**config.mk**
```make
export PLATFORM = sky130hd
export DESIGN_NAME = memory_controller
export DESIGN_NICKNAME = d
export VERILOG_FILES = /design/src/rtl/memory_controller_pkg.sv /design/src/rtl/memory_controller.sv
export SDC_FILE = /design/constraint.sdc
export NUM_CORES = 1
export LEC_CHECK = 0
export ABC_AREA = 1
export BUFFER_PORTS_ARGS = -buffer_cell sky130_fd_sc_hd__buf_4
export CORE_ASPECT_RATIO = 0.5
export CORE_MARGIN = 4
export CORE_UTILIZATION = 40
export CTS_BUF_LIST = sky130_fd_sc_hd__clkbuf_4 sky130_fd_sc_hd__clkbuf_8
export CTS_CLUSTER_SIZE = 14
export DETAILED_ROUTE_END_ITERATION = 8
export SLEW_MARGIN = 20
export SYNTH_ARGS = -nofsm -noshare
export SYNTH_HDL_FRONTEND = slang
export SYNTH_SLANG_ARGS = --single-unit
```
**constraint.sdc**
```tcl
create_clock -name Sys_clk -period 7.7 [get_ports Sys_clk]
set_input_delay 0.385 -clock Sys_clk [delete_from_list [all_inputs] [get_ports Sys_clk]]
set_output_delay 0.385 -clock Sys_clk [all_outputs]
set_load 0.02 [all_outputs]
```
**src/rtl/memory_controller_pkg.sv**
```systemverilog
// Shared definitions for the byte-wide RAM port controller: state encodings,
// access codes and byte-lane helpers.
package memory_controller_pkg;

   typedef enum logic [2:0] {
      ST_IDLE     = 3'd0,
      ST_IF_READ  = 3'd1,
      ST_LS_READ  = 3'd2,
      ST_LS_WRITE = 3'd3,
      ST_DONE     = 3'd4
   } mc_state_e;

   localparam logic       OP_READ        = 1'b0;
   localparam logic       OP_WRITE       = 1'b1;
   localparam logic [2:0] WIDTH_BYTE     = 3'd1;
   localparam logic [2:0] WIDTH_HALF     = 3'd2;
   localparam logic [2:0] WIDTH_WORD     = 3'd4;
   localparam logic [1:0] IO_ADDR_HI_DEF = 2'b11;

   // Unsupported width codes fall back to a full word.
   function automatic logic [2:0] width_bytes(input logic [2:0] code);
      case (code)
         WIDTH_BYTE: return WIDTH_BYTE;
         WIDTH_HALF: return WIDTH_HALF;
         WIDTH_WORD: return WIDTH_WORD;
         default:    return WIDTH_WORD;
      endcase
   endfunction

   function automatic logic [7:0] get_byte(input logic [31:0] word, input logic [1:0] idx);
      return word[{idx, 3'b000} +: 8];
   endfunction

   function automatic logic [31:0] put_byte(input logic [31:0] word, input logic [1:0] idx,
                                            input logic [7:0] b);
      logic [31:0] r;
      r = word;
      r[{idx, 3'b000} +: 8] = b;
      return r;
   endfunction

endpackage

```
**src/rtl/memory_controller.sv**
```systemverilog
// Sole owner of the byte-wide RAM port: arbitrates fetch and load/store requests
// and serialises 1/2/4-byte accesses into byte cycles with one-cycle done pulses.
module memory_controller
   import memory_controller_pkg::*;
#(
   parameter int         ADDR_WIDTH = 32,
   parameter logic [1:0] IO_ADDR_HI = IO_ADDR_HI_DEF
) (
   input  logic                  Sys_clk,
   input  logic                  Sys_rst,
   input  logic                  Sys_rdy,
   input  logic                  RoBMC_pre_judge,
   input  logic                  ICMC_en,
   input  logic [ADDR_WIDTH-1:0] ICMC_addr,
   output logic                  MCIC_en,
   output logic [31:0]           MCIC_data,
   input  logic                  LSBMC_en,
   input  logic                  LSBMC_wr,
   input  logic [2:0]            LSBMC_data_width,
   input  logic [31:0]           LSBMC_data,
   input  logic [ADDR_WIDTH-1:0] LSBMC_addr,
   output logic                  MCLSB_r_en,
   output logic                  MCLSB_w_en,
   output logic [31:0]           MCLSB_data,
   input  logic [7:0]            mem_din,
   output logic [7:0]            mem_dout,
   output logic [ADDR_WIDTH-1:0] mem_a,
   output logic                  mem_wr,
   input  logic                  io_buffer_full
);

   mc_state_e             state_r;
   logic [ADDR_WIDTH-1:0] base_r;
   logic [2:0]            nbytes_r;
   logic [31:0]           wdata_r;
   logic [2:0]            cyc_r;
   logic [31:0]           acc_r;
   logic                  rdy_q_r;
   logic [7:0]            din_hold_r;
   logic [ADDR_WIDTH-1:0] mem_a_r;
   logic [7:0]            mem_dout_r;
   logic                  mem_wr_r;

   logic                  io_stall_s;
   logic [1:0]            cap_idx_s;
   logic [7:0]            cap_byte_s;
   logic [31:0]           merged_s;
   logic [ADDR_WIDTH-1:0] next_a_s;

   // Writes into the IO window stall while the IO output buffer is full.
   always_comb begin
      io_stall_s = 1'b0;
      if (state_r == ST_LS_WRITE && base_r[17:16] == IO_ADDR_HI && io_buffer_full) begin
         io_stall_s = 1'b1;
      end else begin
         io_stall_s = 1'b0;
      end
   end

   // RAM returns the byte one cycle late; after a freeze the byte seen on the
   // first frozen cycle is the one still owed, so it is replayed from din_hold_r.
   always_comb begin
      cap_idx_s  = 2'(cyc_r - 3'd2);
      cap_byte_s = rdy_q_r ? mem_din : din_hold_r;
      merged_s   = put_byte(acc_r, cap_idx_s, cap_byte_s);
      next_a_s   = base_r + ADDR_WIDTH'(cyc_r);
   end

   assign mem_wr   = mem_wr_r & Sys_rdy & ~io_stall_s;
   assign mem_a    = io_stall_s ? '0 : mem_a_r;
   assign mem_dout = io_stall_s ? 8'h00 : mem_dout_r;

   // Request arbitration, byte sequencing and done-pulse generation.
   always_ff @(posedge Sys_clk or posedge Sys_rst) begin
      if (Sys_rst) begin
         state_r    <= ST_IDLE;
         base_r     <= '0;
         nbytes_r   <= 3'd0;
         wdata_r    <= 32'd0;
         cyc_r      <= 3'd0;
         acc_r      <= 32'd0;
         rdy_q_r    <= 1'b0;
         din_hold_r <= 8'h00;
         mem_a_r    <= '0;
         mem_dout_r <= 8'h00;
         mem_wr_r   <= 1'b0;
         MCIC_en    <= 1'b0;
         MCIC_data  <= 32'd0;
         MCLSB_r_en <= 1'b0;
         MCLSB_w_en <= 1'b0;
         MCLSB_data <= 32'd0;
      end else begin
         rdy_q_r <= Sys_rdy;
         if (!Sys_rdy) begin
            if (rdy_q_r) begin
               din_hold_r <= mem_din;
            end
         end else begin
            case (state_r)
               ST_IDLE: begin
                  if (RoBMC_pre_judge && LSBMC_en) begin
                     base_r   <= LSBMC_addr;
                     nbytes_r <= width_bytes(LSBMC_data_width);
                     wdata_r  <= LSBMC_data;
                     acc_r    <= 32'd0;
                     cyc_r    <= 3'd1;
                     mem_a_r  <= LSBMC_addr;
                     mem_wr_r <= (LSBMC_wr == OP_WRITE);
                     if (LSBMC_wr == OP_READ) begin
                        state_r <= ST_LS_READ;
                     end else begin
                        state_r    <= ST_LS_WRITE;
                        mem_dout_r <= LSBMC_data[7:0];
                     end
                  end else if (RoBMC_pre_judge && ICMC_en) begin
                     state_r  <= ST_IF_READ;
                     base_r   <= ICMC_addr;
                     nbytes_r <= WIDTH_WORD;
                     acc_r    <= 32'd0;
                     cyc_r    <= 3'd1;
                     mem_a_r  <= ICMC_addr;
                  end
               end
               ST_IF_READ, ST_LS_READ: begin
                  if (state_r == ST_IF_READ && !RoBMC_pre_judge) begin
                     state_r <= ST_IDLE;
                     mem_a_r <= '0;
                  end else begin
                     if (cyc_r >= 3'd2) begin
                        acc_r <= merged_s;
                     end
                     mem_a_r <= (cyc_r < nbytes_r) ? next_a_s : '0;
                     if (cyc_r == nbytes_r + 3'd1) begin
                        state_r <= ST_DONE;
                        if (state_r == ST_IF_READ) begin
                           MCIC_en   <= 1'b1;
                           MCIC_data <= merged_s;
                        end else begin
                           MCLSB_r_en <= 1'b1;
                           MCLSB_data <= merged_s;
                        end
                     end
                     cyc_r <= cyc_r + 3'd1;
                  end
               end
               ST_LS_WRITE: begin
                  if (!io_stall_s) begin
                     if (cyc_r < nbytes_r) begin
                        mem_a_r    <= next_a_s;
                        mem_dout_r <= get_byte(wdata_r, 2'(cyc_r));
                        cyc_r      <= cyc_r + 3'd1;
                     end else begin
                        state_r    <= ST_DONE;
                        MCLSB_w_en <= 1'b1;
                        mem_wr_r   <= 1'b0;
                        mem_a_r    <= '0;
                        mem_dout_r <= 8'h00;
                     end
                  end
               end
               ST_DONE: begin
                  MCIC_en    <= 1'b0;
                  MCLSB_r_en <= 1'b0;
                  MCLSB_w_en <= 1'b0;
                  state_r    <= ST_IDLE;
               end
               default: begin
                  state_r  <= ST_IDLE;
                  mem_wr_r <= 1'b0;
                  mem_a_r  <= '0;
               end
            endcase
         end
      end
   end

endmodule

```
==> summary.md <==
| Metric | Value |
|---|---|
| Status | complete, no violations |
| Deepest clock path buffer count | 3 |
| I/O Buffers | about 220 |
| Area growth from synthesis to layout | 22.2% |
| Die Ht | 129 µm |
| Area contributors post-synth | dfrtp_1 (48%), nand2_1 (19%), o21ai_0 (6.0%), inv_1 (5.5%), nor2_1 (4.7%) |
| Syn Nets | 1,694 |
| Minimum clock period | ~3.4 ns |
| DIE WIDTH | 249 µm |
| Total number of vias | 10.5k |
| Post-synthesis compound-gate area fraction | around 12% |
| Met2 usage | between 30% and 40% |
| Worst path slowest cell | inv_1 |
| # resized after CTS | 0 |
| Pwr Density | about 360 nW/µm² |
| CTS tree | done |
| Overflow left after global routing | 0 |
| WP data arrival | 3.82 ns |
| Diode count | 0 |
| Max-cap viol count | 0 |
| Hold_ws | 0.0391 ns |
| Tcrit/Tclk final | 44.7% |
| First-pass GRT wire length | between 50,000 and 60,000 µm |
| Critical path type | reg -> reg |
| Main combinational cell family by area after synthesis | simple AND/OR/NAND/NOR gates |
| Clk pin slew, worst setup/hold paths | approximately 0.070 ns |
| Fillers | 2,801 |
| Gate Count Post-Synth | around 1.6k |
| Post-synth top area share | 47.7% |
| Synth area leader | dfrtp_1 |
| Cell count after placement | 2,107 |
| Global placement routability congestion | 0.884 |
| Most frequent CP cell | inv_1 |
| Initial antenna violation count | 0 |
| Clock Latency Late Sink | around 0.55 ns |
| Core region area | 28,200 µm² |
| Flop pwr share | 36.4% |
| Worst Max-Slew Pin Slew | ~0.99 ns |
| ANT nets after route | 0 |
| Routed wire per std cell | 14.8 µm |
| Fmax achieved | 291 MHz |
| Syn. warnings | 0 |
| Initial core utilization | 41.3% |
| Row cnt | 43 |
| # setup viols final | 0 |
| Layout cells sized above 1 | 19.2% |
| GRT Resource Usage Total | 19.9% |
| Clock Skews | 0.0252 ns |
| H-tree levels | 2 |
| DRT iter0 DRCs | between 800 and 900 |
| Avg Inst Size Synth | 7.45 µm² |
| Simple-Gate Fraction of Synth Area | 27.7% |
| FFs w/ async S/R, synth | 100% |
| Layout Cells excl Fill | 2,170 |
| Worst path max stage delay | 0.74 ns |
| Unrepaired setup endpoints after global routing | false |
| Ports | roughly 220 |
| Cells along the critical path | inv_1 -> ha_1 -> nor3_1 -> o21ai_2 -> nand3_2 -> inv_1 -> o21ai_0 |
| GR peak layer | met2 |
| Post-synth EDFFs | 0 |
| CP required | 8.08 ns |
| Yosys reg bits | 222 |
| Design Power | 5.19 mW |
| Max_slew headroom | between 30% and 40% |
| Internal Power | 2.98 mW |
| M3 GR Usage | under 10% |
| Sequential area share after synthesis | 47.7% |
| CTS Root Cell | clkbuf_8 |
| Cts bufs inserted | 35 |
| Startpoint types | flop |
| Clk sinks | 222 |
| Post-Synth XOR/XNOR Area | less than 1% |
| Vias in the first global route | 10.5k |
| Netlist cell types | 40 |
| Post-Synth Adder-Cell Area | 1.57% |
| Total negative slack | 0 ns |
| Final hold violations | 0 |
| CP endpoint kind | flop |
| Power share of the clock group | 20.6% |
| Post-DP HPWL | 23,100 µm |
| GR Util met1 | 25.0% |
| VDD IR max | 0.146 mV |
| P_sw | 2.22 mW |
| Slew Viols, Final | 0 |
| Total leakage power | between 7 and 8 nW |
| Most numerous cell in the Yosys netlist | nand2_1 |
| Post-Route WL | 32,200 µm |
| Total die area | 32,100 µm² |
| Sw frac | 42.7% |
| DRC Markers | 0 |
| Largest net degree at the start of global routing | 105 |
| Part of the power in combinational logic | 43.0% |
| Vias per Instance | approximately 4.8 |
| Mapped cell area | 11,700 µm² |
| Predominant post-synthesis flop cell | dfrtp_1 |
| Hold crit path type | in -> reg |
| Post-synth top cells | nand2_1 (581), dfrtp_1 (222), inv_1 (172) |
| DR pass1 iterations | 5 |
| Post-synthesis mux area share | 1.12% |
| Fin util | 50.5% |
| Nets | around 1.9k |
| Largest fanout on the critical path | 32 |
-- metal layers --
metal | share of wire [%] | vias up
met1 | 44 | 4900
met4 | 2.3 | 0
li1 | - | 5290
met3 | 4.3 | 54
met2 | 49 | 242
met5 | 0 | -
-- cell type report --
type,count,area (µm²),area share [%]
sequential,222,5560,39.0
timing repair buffer,230,1730,12.1
tap,382,478,3.36
clock buffer,59,718,5.04
multi-input combinational,1095,5050,35.5
inverter,179,679,4.77
clock inverter,3,22.5,0.158
-- kinds of logic (layout without fill, tap and decap cells) --
kind of cell	count (synthesis)	after routing
compound gates	254	254
flops	222	222
mux	13	13
xor+xnor	6	6
fa+ha+maj	14	14
buf+inv	248	471
simple gates	808	808
-- worst max-delay path: cells and delay by family (launching register included) --
kind	cells	cell delay, ns
AOI/OAI and AO/OA	2	0.36
and+or+nand+nor	2	0.22
DFF	1	0.73
adders and majority gates	1	0.50
buffers and inverters	2	1.45
-- final timing paths --
path,end,depth (start not counted),slack [ns],start
worst max-delay path,acc_r[22]$_DFFE_PP0P_,7,4.26,cyc_r[0]$_DFFE_PP0P_
worst min-delay path,wdata_r[10]$_DFFE_PP0P_,3,0.04,LSBMC_data[10]
worst max register to register,acc_r[22]$_DFFE_PP0P_,7,4.26,cyc_r[0]$_DFFE_PP0P_
worst min register to register,wdata_r[16]$_DFFE_PP0P_,2,0.47,wdata_r[16]$_DFFE_PP0P_
max in group asynchronous,acc_r[18]$_DFFE_PP0P_,4,5.86,Sys_rst
min in group asynchronous,mem_a_r[0]$_DFFE_PP0P_,3,0.52,Sys_rst
-- placed cells by master, fill, tap and decap left out, drive strengths merged --
cell type	count
nor3b	1
nand3b	4
or2	1
o21a	1
nor2	155
clkinv	1
nand3	49
o21bai	2
o31ai	3
nor4	1
o22ai	40
nand2	585
nor3	4
fa	1
a31oi	4
buf	229
and2	2
inv	181
xnor2	2
clkbuf	59
dfrtp	222
a21oi	23
a211oi	1
o21ai	180
nand4	6
xor2	4
mux2i	13
ha	13
dlygate4sd3	1
-- flip-flops by register name (all words and copies together), names as in the netlist, 3 cells and up --
signal,flops
MCIC_data,32
nbytes_r,3
base_r,32
cyc_r,3
MCLSB_data,32
acc_r,32
mem_a_r,32
mem_dout_r,8
wdata_r,32
din_hold_r,8
state_r,3
-- timing repair --
action                    CTS  global route
hold buffers                1             0
hold endpoints to repair   62             0
setup buffers               0             0
-- metrics by stage --
stage	cell area (µm²)	worst slack (ns)
after floorplan	11700	1.24
after global placement	13500	4.23
after detailed placement	13500	3.92
after CTS	14200	3.91
after global routing	14200	3.86
final	14200	4.26
-- power by group through the flow --
stage          logic (mW)  clock network (mW)  registers, mW
6_report             2.23                1.07           1.89
5_1_grt              2.53                1.16           1.95
4_1_cts              2.26                1.10           1.89
2_1_floorplan        1.48                   0           1.93
3_3_place_gp         2.21                   0           1.90
3_5_place_dp         2.25                   0           1.90
Note: power is estimated with default switching activity, not from simulation.
